==> config.mk <==
export PLATFORM = sky130hd
export DESIGN_NAME = vga_pixel_out
export DESIGN_NICKNAME = d
export VERILOG_FILES = /design/src/rtl/vga_pixel_out.sv
export SDC_FILE = /design/constraint.sdc
export NUM_CORES = 1
export LEC_CHECK = 0
export ABC_AREA = 1
export CELL_PAD_IN_SITES_DETAIL_PLACEMENT = 0
export CELL_PAD_IN_SITES_GLOBAL_PLACEMENT = 1
export CORE_MARGIN = 2
export CORE_UTILIZATION = 35
export CTS_BUF_LIST = sky130_fd_sc_hd__clkbuf_2 sky130_fd_sc_hd__clkbuf_4 sky130_fd_sc_hd__clkbuf_8
export DETAILED_ROUTE_END_ITERATION = 16
export PLACE_DENSITY_LB_ADDON = 0.2
export SLEW_MARGIN = 20
export SYNTH_ARGS = -nofsm -noshare
export SYNTH_HDL_FRONTEND = slang
export SYNTH_SLANG_ARGS = --single-unit
export TNS_END_PERCENT = 30
==> constraint.sdc <==
create_clock -name clk -period 1.5 [get_ports clk]
set_input_delay 0.3 -clock clk [delete_from_list [all_inputs] [get_ports clk]]
set_output_delay 0.3 -clock clk [all_outputs]
set_load 0.01 [all_outputs]
==> src/rtl/vga_pixel_out.sv <==
// Two-stage VGA pixel pipeline: stage 1 registers scan position, tile code and block/frame counters;
// stage 2 registers sync pulses and the tile colour. Outputs follow row/col by exactly 2 cycles.
module vga_pixel_out #(
  parameter int HACTIVE   = 640,
  parameter int HFP       = 16,
  parameter int HSW       = 96,
  parameter int HFULLSCAN = 800,
  parameter int VACTIVE   = 480,
  parameter int VFP       = 10,
  parameter int VSW       = 2,
  parameter int VFULLSCAN = 525,
  parameter int BLOCK     = 20
) (
  input  logic       clk,
  input  logic       reset,
  input  logic [9:0] row,
  input  logic [9:0] col,
  input  logic       re,
  input  logic       updateoutput,
  input  logic [2:0] rdata,
  output logic       hsync,
  output logic       vsync,
  output logic [3:0] red,
  output logic [3:0] green,
  output logic [3:0] blue
);
  localparam int BW = (BLOCK > 1) ? $clog2(BLOCK) : 1;
  localparam logic [9:0]    H_ACT    = 10'(HACTIVE);
  localparam logic [9:0]    H_LAST   = 10'(HFULLSCAN - 1);
  localparam logic [9:0]    V_ACT    = 10'(VACTIVE);
  localparam logic [9:0]    HS_FIRST = 10'(HACTIVE + HFP);
  localparam logic [9:0]    HS_LAST  = 10'(HACTIVE + HFP + HSW - 1);
  localparam logic [9:0]    VS_FIRST = 10'(VACTIVE + VFP);
  localparam logic [9:0]    VS_LAST  = 10'(VACTIVE + VFP + VSW - 1);
  localparam logic [BW-1:0] B_LAST   = BW'(BLOCK - 1);

  logic [9:0]    row_q, row_d, col_q, col_d;
  logic          upd_q, upd_d, re_q, re_d;
  logic [2:0]    tile_q, tile_d;
  logic [BW-1:0] bx_q, bx_d, by_q, by_d;
  logic [4:0]    fc_q, fc_d;
  logic          hsync_q, hsync_d, vsync_q, vsync_d;
  logic [11:0]   rgb_q, rgb_d;
  logic [11:0]   tile_rgb;
  logic          active, grid;

  always_comb begin
    row_d  = row;
    col_d  = col;
    upd_d  = updateoutput;
    re_d   = re;
    tile_d = re_q ? rdata : tile_q;

    bx_d = bx_q;
    if (row == '0) begin
      bx_d = '0;
    end else if (row < H_ACT) begin
      bx_d = (bx_q == B_LAST) ? '0 : bx_q + 1'b1;
    end

    // End-of-line advance wins over the line-0 clear so line 1 sees by=1.
    by_d = by_q;
    if (row == H_LAST && col < V_ACT) begin
      by_d = (by_q == B_LAST) ? '0 : by_q + 1'b1;
    end else if (col == '0) begin
      by_d = '0;
    end

    fc_d = (row == '0 && col == '0) ? fc_q + 5'd1 : fc_q;

    active = (row_q < H_ACT) && (col_q < V_ACT);
    grid   = (bx_q == '0) || (by_q == '0);

    case (tile_q)
      3'd0:    tile_rgb = grid ? 12'h222 : 12'h000;
      3'd1:    tile_rgb = 12'h0F0;
      3'd2:    tile_rgb = 12'h080;
      3'd3:    tile_rgb = fc_q[4] ? 12'h000 : 12'hF00;
      3'd4:    tile_rgb = 12'h888;
      default: tile_rgb = 12'hF0F;
    endcase

    hsync_d = !((row_q >= HS_FIRST) && (row_q <= HS_LAST));
    vsync_d = !((col_q >= VS_FIRST) && (col_q <= VS_LAST));

    rgb_d = rgb_q;
    if (!active) begin
      rgb_d = '0;
    end else if (upd_q) begin
      rgb_d = tile_rgb;
    end
  end

  always_ff @(posedge clk) begin
    if (reset) begin
      row_q   <= '0;
      col_q   <= '0;
      upd_q   <= 1'b0;
      re_q    <= 1'b0;
      tile_q  <= '0;
      bx_q    <= '0;
      by_q    <= '0;
      fc_q    <= '0;
      hsync_q <= 1'b1;
      vsync_q <= 1'b1;
      rgb_q   <= '0;
    end else begin
      row_q   <= row_d;
      col_q   <= col_d;
      upd_q   <= upd_d;
      re_q    <= re_d;
      tile_q  <= tile_d;
      bx_q    <= bx_d;
      by_q    <= by_d;
      fc_q    <= fc_d;
      hsync_q <= hsync_d;
      vsync_q <= vsync_d;
      rgb_q   <= rgb_d;
    end
  end

  assign hsync = hsync_q;
  assign vsync = vsync_q;
  assign red   = rgb_q[11:8];
  assign green = rgb_q[7:4];
  assign blue  = rgb_q[3:0];
endmodule

## After elaboration in Yosys (flattened, before gate mapping)

Cells that the tools add are included.

- Logic and storage cells: 53
- Output and inout port bits: 14
- Memories kept: 0
- Register bits: 54
- Latch bits: 0
- Input bits: 27
- Memory bits (writable): 0
- ROM bits: 0

- Equal/unequal tests: 7
- Add/sub/neg operators: 3
- Bitwise operators: 1
- Multiply operators: 0
- Shifts and indexed selects: 0
- Multiplexer cells: 7
- Reduce and logical (&&, ||, !) cells: 16
- Div/mod/pow operators: 0
- $lt $le $gt $ge: 8

Operators with widths:

| operator | number |
|---|---|
| one-hot mux 12 bit (5 select lines) | 1 |
| zero test 10 bit | 2 |
| < comparator 10 bit (second input constant) | 2 |
| < comparator 10 x 9 -> 1 bit (second input constant) | 2 |
| 2-to-1 mux 5 bit | 4 |
| adder 5 x 1 -> 5 bit (second input constant) | 3 |
| 2-to-1 mux 12 bit | 1 |
| == test 10 bit (second input constant) | 1 |
| == test 5 bit (second input constant) | 2 |
| greater-or-equal comparator 10 bit (second input constant) | 1 |
| greater-or-equal comparator 10 x 9 -> 1 bit (second input constant) | 1 |
| less-or-equal comparator 10 bit (second input constant) | 1 |
| less-or-equal comparator 10 x 9 -> 1 bit (second input constant) | 1 |
| zero test 5 bit | 2 |
| 2-to-1 mux 10 bit | 1 |
| == test 3 x 2 -> 1 bit (second input constant) | 2 |
| logical AND 1 bit | 5 |
| OR reduction 2 bit | 2 |
| == test 3 x 1 -> 1 bit (second input constant) | 1 |
| == test 3 bit (second input constant) | 1 |
| zero test 3 bit | 1 |
| zero test 1 bit | 2 |
| nonzero test 2 bit | 1 |
| logical OR 1 bit | 1 |
| inverter 1 bit | 1 |

## Longest topological paths before layout

- Depth after elaboration: 4
- Depth in mapped cells: 8
- Gate-level depth less buffers: 8

## Worst setup path before layout

Ideal clock, no wire load.

- Kind: in2reg
- Start point: input row[7]
- End point: register bx_q[2]
- Library setup time: 0.133 ns
- Slack: 0.381 ns
- Required time: 1.367 ns
- Stages on the path: 4
- Buffers on the path: 0
- Data arrival time: 0.986 ns
- Path through: nor2_1 -> nand3_1 -> o21ai_0 -> nor2_1

- Word-level cells in the longest chain between the ends: 2
- Elaborated cells between the ends (all ways): 3
- Those cells by class: order compare (1); reduce/logical (2)

RTL lines:

| what | RTL line | text |
|---|---|---|
| start: declaration | 16 | `input logic [9:0] row,` |
| branches (longest 2 deep; another with < comparator 10 bit) | n/a |  |
| end signal: assignment | 101 | `bx_q <= '0;` |
| end signal: assignment | 113 | `bx_q <= bx_d;` |
| end: declaration | 40 | `logic [BW-1:0] bx_q, bx_d, by_q, by_d;` |

Parallel ways; which one is timed is not known.
A chain may end at the register's enable or synchronous reset.

## Worst setup path in the final report

- Start point: register rgb_q[11]
- End point: output red[3]

RTL lines:

| what | RTL line | text |
|---|---|---|
| start: declaration | 43 | `logic [11:0] rgb_q, rgb_d;` |
| start signal: assignment | 118 | `rgb_q <= rgb_d;` |
| end: declaration | 23 | `output logic [3:0] red,` |

No word-level cell between the ends.

==> reports/results.ini <==
[place]
place_congestion = 0.7938
port_buffers = 40
dpl.cell_count = 421
hpwl_mm = 3.502

[synthesis]
synth_area_per_cell_sq_um = 7.004
synth-seq-area-share_pct = 44.42
synthArstFlopShare_pct = 0
ys_types = 23
synth-edff-count = 0
synth_top_area_share_pct = 44.42
synth_warnings = 0
synthTopCellsByArea = dfxtp_1, nor2_1, nand2_1
synth_area_sq_mm = 0.002073
ys_ff_latch = 46
synth_cells = 296
synthesis.nets = 328
netlist.top_cell.by_area = dfxtp_1
synth-main-ff-cell = dfxtp_1

[cts]
clk_pin_slew_ns = 0.08
cts.hold.buffers_added = 0
cts_tree = built
cts.sinks = 46
cts-htree-levels = 2
insertion_delay_ns = 0.29
clk_path_buf_depth = 2
cts_made_buffers = 5
root_buffer = clkbuf_8

[finish]
drive_gt1_share_pct = 9.040
nets = 385
antennaDiodeCount = 0
syn_to_final_growth_pct = 35.12
layout.cells.non_filler = 429

[global_route]
antenna_found_initial = 0
grt_pass1_vias = 1752
grt_overflow = 0
grt_max_degree = 20
grt_use_total_pct = 15.10
grt_pass1_wl_mm = 7.679

[detailed_routing]
wirelength_mm = 4.475
ant_nets = 0
dr.pass1.iters = 4
post_drt_wl_per_cell_um = 10.43
via_per_inst = 4.462
drtIter0Drc = 54
vias = 1914
drc = 0

[floorplan]
placementRows = 28
die_y_um = 80.97
die_w_um = 80.97
initial_utilization_pct = 35.65
dieArea_sq_mm = 0.006555
core-area_sq_mm = 0.005816
ioPinCount = 41

[setup_path]
critPathKind = reg -> out
path_buf_inv = 1
required_ns = 1.20
critPathMaxFanout = 2
cp.arrival_ns = 1.15
r2r-end = rgb_q[9]$_SDFFE_PP0P_
crit_path_cell_trace = clkdlybuf4s50_1
r2r-start = by_q[0]$_SDFFE_PP0P_
start_kind = flip-flop
rrSetupSlack_ns = 0.25
ff2ff_path_depth = 8
worstSetupEndpointType = primary output
path_delay_family = buffers and inverters
crit_slowest_cell = clkdlybuf4s50_1
slowest_delay_ns = 0.53

[worst_hold_path]
hold_class = reg -> reg
whs_path_depth = 2
hp-start = col_q[4]$_SDFF_PP0_
hold_end = vsync$_SDFF_PP1_

[sta]
holdWs_ns = 0.4541
relSlewSlack_pct = 79.14
worst_pin_slew_ns = 0.3125
fmax_mhz = 689.8
slew_violations = 0
fin_skew_ns = 0.007493
fin_crit_sh_pct = 96.65
rsz0062_at_grt = no
tns_ns = 0
hold_violations = 0
post-route-min-period_ns = 1.450
finalSetupViolCount = 0

[pwr]
clkPwrFrac_pct = 37.3
irDropWorstVdd_mv = 0.3128
power_frac_comb_pct = 11.0
sw_frac_of_total_pct = 22.65
finalPower_uw = 2485
internal_power_uw = 1922
seq_power_share_pct = 51.7
p_leak_uw = 0.001417
powerDensity_mw_per_mm2 = 887.1
p_switching_uw = 563.0

[outcome]
status = finished, final reports clean

[run]
cap_viol_max_count = 0

worst min-delay path: stages, from the launching register on:
cell and delay, ns:
dfxtp_1 0.31, nor4_1 0.05, nand4_1 0.06
sequential cells by signal (all words and copies together), names as in the netlist:
name    flops
col_q       9
rgb_q       9
row_q       6
bx_q        5
by_q        5
fc_q        5
tile_q      3
hsync       1
re_q        1
upd_q       1
vsync       1
placed cells by master, fill, tap and decap left out, types with 2 or more instances in the layout:
master | Yosys | final
xnor2_1 | 3 | 3
o211ai_1 | 2 | 2
nand2_1 | 51 | 51
buf_4 | 3 | 17
nor2_2 | 2 | 3
clkbuf_8 | 0 | 5
ha_1 | 5 | 5
clkdlybuf4s50_1 | 0 | 29
nor3_1 | 2 | 2
dfxtp_1 | 46 | 46
nand4_1 | 6 | 6
nand3_1 | 31 | 31
inv_2 | 2 | 2
o21ai_0 | 6 | 6
nor2_1 | 52 | 51
a21oi_1 | 26 | 26
dlymetal6s2s_1 | 0 | 11
inv_1 | 48 | 48
how the worst max path moves through the flow:
stage | cells past startpoint | startpoint | end
global placement | 8 | row[7] | by_q[0]$_SDFFE_PP0P_
floorplan | 4 | row[7] | bx_q[2]$_SDFFE_PP0N_
detailed placement | 8 | row[7] | by_q[0]$_SDFFE_PP0P_
finish | 1 | rgb_q[11]$_SDFFE_PP0P_ | red[3]
global route | 1 | hsync$_SDFF_PP1_ | hsync
CTS | 1 | rgb_q[10]$_SDFFE_PP0P_ | red[0]
routing by layer:
layer  vias up  global-route usage, %  wire, um
met5         -                      0         0
met4         0                  4.915        57
met3         5                  3.667       154
met2        27                  25.70      2147
met1       839                  18.72      2116
li1       1043                      -         -
cell families after synthesis:
| family | after synthesis | share of synthesized area, % |
|---|---|---|
| and+or+nand+nor | 148 | 30.90 |
| buffers and inverters | 57 | 10.86 |
| DFF | 46 | 44.42 |
| AOI/OAI and AO/OA | 36 | 9.113 |
| adders and majority gates | 5 | 3.018 |
| xor gates and xnor gates | 4 | 1.690 |
metrics by stage:
step           area (sq um)  utilization [%]  worst slack (ns)
4_1_cts                2771            47.65          0.003091
5_1_grt                2801            48.17          0.005509
6_report               2801            48.17           0.05023
2_1_floorplan          2073                -            0.3812
3_5_place_dp           2658            45.70           -0.2051
3_3_place_gp           2658            45.70           -0.1824
synth_stat cells (3+ instances only):
| library cell | number |
|---|---|
| clkbuf_1 | 4 |
| dfxtp_1 | 46 |
| inv_1 | 48 |
| nand2_1 | 51 |
| nand4_1 | 6 |
| ha_1 | 5 |
| o21ai_0 | 6 |
| xnor2_1 | 3 |
| buf_4 | 3 |
| a21oi_1 | 26 |
| nor2_1 | 52 |
| nand3_1 | 31 |
area by class of cell:
cell class / instances / area, sq um
fillers: 639 / 3014
repair buffers: 57 / 555.5
clock inverters: 2 / 37.54
multi-input cells: 193 / 929.6
well taps: 75 / 93.84
flip-flops and latches: 46 / 920.9
clock buffers: 6 / 76.32
inverters: 50 / 187.7
power groups by stage:
stage                     Sequential (uW)  Combinational (uW)  Clock, uW
after detailed placement             1310                 278          0
after floorplan                      1310                 123          0
after CTS                            1280                 279        956
after global routing                 1290                 309       1010
after global placement               1310                 278          0
final                                1280                 273        928
repair_timing:
action,CTS,global route
gates resized for setup,0,12
buffers inserted,0,0
setup endpoints to repair,0,12
Power figures use the tool's default switching activity.
